[src/rtl/time_ctrl.sv]
// Run/set controller for the HH:MM:SS counter chain: 1 Hz tick prescaler, start/stop/clear,
// and set-mode FSM issuing single-step increments. Optional blink logic under TIME_CTRL_BLINK_EN.
module time_ctrl #(
  parameter int unsigned PRESCALE    = 50000000,
  parameter int unsigned PRE_WIDTH   = 26,
  parameter int unsigned BLINK_DIV   = 12500000,
  parameter int unsigned BLINK_WIDTH = 24
) (
  input  logic       clk,
  input  logic       rst,
  input  logic       btn_startstop,
  input  logic       btn_mode,
  input  logic       btn_inc,
  input  logic       btn_clear,
  output logic       en_tick,
  output logic       clr_cnt,
  output logic       inc_hour,
  output logic       inc_min,
  output logic       inc_sec,
  output logic [1:0] field_sel,
  output logic       running,
  output logic       blink
);

  typedef enum logic [2:0] {StStop, StRun, StSetH, StSetM, StSetS} state_e;

  localparam logic [PRE_WIDTH-1:0] PreMax = PRE_WIDTH'(PRESCALE - 1);

  state_e               state_q, state_d;
  logic [PRE_WIDTH-1:0] pre_q, pre_d;
  logic [3:0]           btn_now, btn_q, edges;
  logic                 act_clear, act_ss, act_mode, act_inc;
  logic                 en_tick_d, clr_cnt_d, inc_hour_d, inc_min_d, inc_sec_d;
  logic [1:0]           field_sel_d;

  assign btn_now = {btn_clear, btn_startstop, btn_mode, btn_inc};
  assign edges   = btn_now & ~btn_q;

  // One action per cycle; lower-priority edges in the same cycle are dropped.
  assign act_clear = edges[3];
  assign act_ss    = edges[2] & ~edges[3];
  assign act_mode  = edges[1] & ~edges[2] & ~edges[3];
  assign act_inc   = edges[0] & ~edges[1] & ~edges[2] & ~edges[3];

  always_comb begin
    state_d    = state_q;
    pre_d      = pre_q;
    en_tick_d  = 1'b0;
    clr_cnt_d  = 1'b0;
    inc_hour_d = 1'b0;
    inc_min_d  = 1'b0;
    inc_sec_d  = 1'b0;
    if (act_clear) begin
      clr_cnt_d = 1'b1;
      pre_d     = '0;
    end else begin
      unique case (state_q)
        StStop: begin
          if (act_ss) begin
            state_d = StRun;
          end else if (act_mode) begin
            state_d = StSetH;
            pre_d   = '0;
          end
        end
        StRun: begin
          if (act_ss) begin
            state_d = StStop;
          end else if (pre_q == PreMax) begin
            pre_d     = '0;
            en_tick_d = 1'b1;
          end else begin
            pre_d = pre_q + 1'b1;
          end
        end
        StSetH, StSetM, StSetS: begin
          if (act_ss) begin
            state_d = StRun;
            pre_d   = '0;
          end else if (act_mode) begin
            state_d = (state_q == StSetH) ? StSetM :
                      (state_q == StSetM) ? StSetS : StStop;
          end else if (act_inc) begin
            inc_hour_d = (state_q == StSetH);
            inc_min_d  = (state_q == StSetM);
            inc_sec_d  = (state_q == StSetS);
          end
        end
        default: state_d = StStop;
      endcase
    end
  end

  always_comb begin
    field_sel_d = 2'd0;
    case (state_d)
      StSetH:  field_sel_d = 2'd1;
      StSetM:  field_sel_d = 2'd2;
      StSetS:  field_sel_d = 2'd3;
      default: field_sel_d = 2'd0;
    endcase
  end

  always_ff @(posedge clk) begin
    if (rst) begin
      state_q   <= StStop;
      pre_q     <= '0;
      btn_q     <= '0;
      en_tick   <= 1'b0;
      clr_cnt   <= 1'b0;
      inc_hour  <= 1'b0;
      inc_min   <= 1'b0;
      inc_sec   <= 1'b0;
      field_sel <= 2'd0;
      running   <= 1'b0;
    end else begin
      state_q   <= state_d;
      pre_q     <= pre_d;
      btn_q     <= btn_now;
      en_tick   <= en_tick_d;
      clr_cnt   <= clr_cnt_d;
      inc_hour  <= inc_hour_d;
      inc_min   <= inc_min_d;
      inc_sec   <= inc_sec_d;
      field_sel <= field_sel_d;
      running   <= (state_d == StRun);
    end
  end

`ifdef TIME_CTRL_BLINK_EN
  localparam logic [BLINK_WIDTH-1:0] BlinkMax = BLINK_WIDTH'(BLINK_DIV - 1);

  logic [BLINK_WIDTH-1:0] bcnt_q, bcnt_d;
  logic                   blink_d;
  logic                   stay_set;

  // Counting only while remaining in the same SET state; any entry restarts the period.
  assign stay_set = (state_d == state_q) && (state_d inside {StSetH, StSetM, StSetS});

  always_comb begin
    bcnt_d  = '0;
    blink_d = 1'b1;
    if (stay_set) begin
      if (bcnt_q == BlinkMax) begin
        bcnt_d  = '0;
        blink_d = ~blink;
      end else begin
        bcnt_d  = bcnt_q + 1'b1;
        blink_d = blink;
      end
    end
  end

  always_ff @(posedge clk) begin
    if (rst) begin
      bcnt_q <= '0;
      blink  <= 1'b1;
    end else begin
      bcnt_q <= bcnt_d;
      blink  <= blink_d;
    end
  end
`else
  assign blink = 1'b1;
`endif

endmodule

[config.mk]
export PLATFORM = sky130hd
export DESIGN_NAME = time_ctrl
export DESIGN_NICKNAME = d
export VERILOG_FILES = /design/src/rtl/time_ctrl.sv
export SDC_FILE = /design/constraint.sdc
export NUM_CORES = 1
export LEC_CHECK = 0
export ABC_AREA = 1
export CAP_MARGIN = 40
export CORE_ASPECT_RATIO = 1.5
export CORE_MARGIN = 2
export CORE_UTILIZATION = 25
export CTS_CLUSTER_DIAMETER = 50
export DETAILED_ROUTE_END_ITERATION = 16
export PLACE_DENSITY = 0.5
export SYNTH_ARGS = -nofsm -noshare
export SYNTH_HDL_FRONTEND = slang
export SYNTH_SLANG_ARGS = --single-unit
[constraint.sdc]
create_clock -name clk -period 2.05 [get_ports clk]
set_input_delay 0.205 -clock clk [delete_from_list [all_inputs] [get_ports clk]]
set_output_delay 0.205 -clock clk [all_outputs]
set_load 0.1 [all_outputs]
# == Word-level counts from Yosys, hierarchy flattened ==
# Index checks and enable logic that the tools add are counted.
# word_totals
ff_bits,41
input_bits,6
out_inout_bits,9
# op_classes
add_sub_neg,1
muxes,18
bitwise,14
n_reduce_logical,7
n_eq_ne,13
# ops
op,n
2-to-1 mux 26 bit,5
one-hot mux 26 bit (3 select lines),1
adder 26 x 1 -> 26 bit (second input constant),1
== test 26 bit (second input constant),1
2-to-1 mux 3 bit,8
== test 3 x 2 -> 1 bit (second input constant),4
one-hot mux 3 bit (3 select lines),1
inequality test 2 bit (second input constant),4
AND 1 bit,6
== test 3 x 1 -> 1 bit (second input constant),2
== test 3 bit (second input constant),2
inverter 1 bit,6
one-hot mux 2 bit (3 select lines),1
OR reduction 6 bit,1
AND reduction 5 bit,1
AND 4 bit,1
inverter 4 bit,1
OR reduction 4 bit,1
zero test 3 bit,1
nonzero test 3 bit,1
OR reduction 3 bit,1
2-to-1 mux 1 bit,2
OR reduction 2 bit,1

# == Depth between registers and ports, before layout ==
# depth
depth_word,11
depth_mapped,11

# == Least setup slack after synthesis ==
# No wires, ideal clock.
# synth_timing
path_kind,register to register
start,register pre_q[0]
end,register pre_q[0]
path_stages_with_launch,12
path_slack_ns,0.447
n_path_buf,1
arrival_time_ns,1.488
required_time_ns,1.935
synth_period_minus_slack_ns,1.603
path_cell_list,dfxtp_1 ha_1 inv_1 nor2_4 nand3_1 nor2_1 nand2_1 nand2_1 nand2_4 nand2_2 buf_6 nor2_1
# synth_between
elab_chain_cells,4
# synth_rtl
element,line_no,rtl
"start, declared",30,"logic [PRE_WIDTH-1:0] pre_q, pre_d;"
"start signal, assigned",118,pre_q <= pre_d;
adder 26 x 1 -> 26 bit or == test 26 bit (tied branches),"73, 69",
2-to-1 mux 26 bit (*),69,end else if (pre_q == PreMax) begin
2-to-1 mux 26 bit (*),67,if (act_ss) begin
one-hot mux 26 bit (3 select lines) (*),57,unique case (state_q)
# Mark *: on every way between the ends. The rest lies on a longest branch, timed or not. The select of a mux whose other input is x is not followed.
# A chain may end at the register's enable or synchronous reset.

# == Worst setup path after layout ==
# layout_timing
start,register pre_q[0]
end,register pre_q[23]
# The elaborated chain is that of the path after synthesis.

==> metrics.cfg <==
[run_status]
outcome = finished clean

[floorplanning]
die_width_um = 83.87
start_util_pct = 25.85
io_pins = 15
die_h_um = 123.8
rows = 43
die_area_um2 = 10380
core_um2 = 9254

[synthesis]
synth-simple-area-share_pct = 49.16
synth_common_cells = nand2_1 (118), nor2_1 (64), inv_1 (51), dfxtp_1 (41), nand3_1 (37)
synth-compound-area-share_pct = 3.504
synthFlopType = dfxtp_1
synth_top_family_by_area = simple AND/OR/NAND/NOR gates
syn_area_um2 = 2392
syn_avg_cell_area_um2 = 6.214
seq_area_frac_synth_pct = 34.31
synthMuxAreaShare_pct = 0
yosysUniqueCellTypes = 29
synth.area.top_cells = dfxtp_1 (34%), nand2_1 (19%), nor2_1 (10%)
syn-num-nets = 392
yosysTopAreaCellShare_pct = 34.31
synth_area_leader_cell = dfxtp_1
synth_warnings = 0
yosys_register_bits = 41
yosys.area_share.xor_xnor_pct = 0.7322
synthAdderAreaFrac_pct = 0.5230
netlist_instances = 385
synth_most_common_cell = nand2_1
synth_edf_count = 0
synthArstFlopShare_pct = 0

[placed_design]
gp_congestion = 0.8440
portBuffers = 13
dp_hpwl_um = 4615
place_area_um2 = 2655
post-place-ws_ns = 0.1035

[timing]
fin_tns_setup_ns = 0
hold_viol = 0
rsz0062_at_grt = no
finClkSkew_ns = 0.005697
setup_slack_ns = 0.2731
period_minus_slack_ns = 1.777
fmax_ghz = 0.5628
slew_violations = 0
post-route-period-util_pct = 86.68
fin_hold_ws_ns = 0.4708
setup_viol = 0

[cts]
postCtsSetupBuffers = 0
cts.sinks = 41
h-tree-depth = 2
clockBufferDepth = 2
cts_resized = 0
insertion_delay_ns = 0.29
cts.reportedPaths.clkPinSlew_ns = 0.06
cts_hold_buf = 0
cts_root_buffer = clkbuf_16
cts_buffers = 5
cts_tree = done

[critical_path]
required_ns = 2.23
ff2ff_path_depth = 11
cp_max_fo = 10
crit_arrival_ns = 1.96
start_kind = flip-flop
crit_path_end_kind = flip-flop
path_class = reg -> reg

[finish]
area.growth.synth_to_final_pct = 17.15
antenna_cells = 0
layout-drive-gt1-share_pct = 11.74
nets = 415
multiInputGateArea_um2 = 1294
nFillCells = 1044
stdcell_area_um2 = 2803
seqCellArea_um2 = 820.8
fin_util_pct = 30.29

[detailed_routing]
routedWlPerCell_um = 11.30
drtPass1Iterations = 4
vias_per_cell = 4.441
vias = 2314
drc = 0
wirelength_um = 5889
ant_nets = 0
drt_iter0_markers = 116

[power]
power.density_nw_per_um2 = 698.7
p_leak_nw = 1.205
ir_drop_uv = 303.9

[global_routing]
grt_pass1_wl_um = 10230
grt_use_total_pct = 12.44
grt_max_degree = 19
antenna_found_initial = 0
grt_overflow = 0
first_global_vias = 2256

[worst_hold_path]
hold_path_depth = 3
hold_path.class = in -> reg

[flow_run]
drv_cap = 0

where the power goes:
| group | total [mW] | internal [mW] | switching, mW |
|---|---|---|---|
| Clock | 0.796 | 0.451 | 0.345 |
| Combinational | 0.338 | 0.103 | 0.235 |
| Sequential | 0.824 | 0.813 | 0.0114 |
logic make-up after synthesis:
| logic type | after synthesis |
|---|---|
| flip-flops | 41 |
| XOR/XNOR | 2 |
| adder cells (fa/ha/maj) | 1 |
| buffers and inverters | 60 |
| AO/OA/AOI/OAI | 16 |
| AND/OR/NAND/NOR | 264 |
| other | 1 |
stage by stage:
stage          std cells  total power, mW
6_report             521            1.958
3_5_place_dp         513            1.188
4_1_cts              521            2.000
2_1_floorplan        385            1.111
5_1_grt              521            2.053
3_3_place_gp         513            1.187
registers in the layout, indices dropped and copies added (netlist names), 2 cells and up:
register,flops
field_sel,2
pre_q,26
state_q,3
btn_q,4
critical path, cell delays in order, from the launching register on:
cell,delay [ns]
dfxtp_1,0.37
ha_1,0.24
inv_1,0.09
nor2_4,0.11
nand3_1,0.11
nor2_1,0.13
nand2_1,0.10
nand2_1,0.16
nand2_4,0.06
nand2_2,0.11
buf_12,0.14
nor2_1,0.05
final timing paths:
kind / start / to / slack [ns]
max reg2reg: pre_q[0]$_SDFFE_PP0P_ / pre_q[23]$_SDFFE_PP0P_ / 0.27
min reg2reg: pre_q[1]$_SDFFE_PP0P_ / pre_q[1]$_SDFFE_PP0P_ / 0.48
max: pre_q[0]$_SDFFE_PP0P_ / pre_q[23]$_SDFFE_PP0P_ / 0.27
min: btn_inc / btn_q[0]$_SDFF_PP0_ / 0.47
per-layer routing:
metal / vias to the layer above / routed length, um / GRT usage [%]
met2: 35 / 3194 / 24.85
met3: 14 / 169 / 2.386
met1: 1017 / 2412 / 12.53
met5: - / 0 / 0
met4: 0 / 112 / 4.940
li1: 1248 / - / -
layout make-up:
| class | count | share of cell area [%] |
|---|---|---|
| timing repair buffer | 24 | 7.321 |
| clock buffer | 5 | 4.464 |
| multi-input combinational | 284 | 46.16 |
| clock inverter | 3 | 0.8036 |
| tap | 112 | 5.000 |
| inverter | 52 | 6.964 |
| sequential | 41 | 29.29 |
placed cells by master, fill, tap and decap left out, types with 3 or more instances in the layout:
master / count
nand2_1: 118
nor2_1: 64
inv_1: 51
dfxtp_1: 41
nand3_1: 37
buf_4: 18
nand4_1: 12
a21oi_1: 11
nand2_2: 8
nor2_2: 7
nor3_1: 7
clkbuf_16: 5
clkdlybuf4s50_1: 5
o21ai_0: 3
clkinvlp_4: 3
No activity file was read; power rests on OpenSTA's default activity.
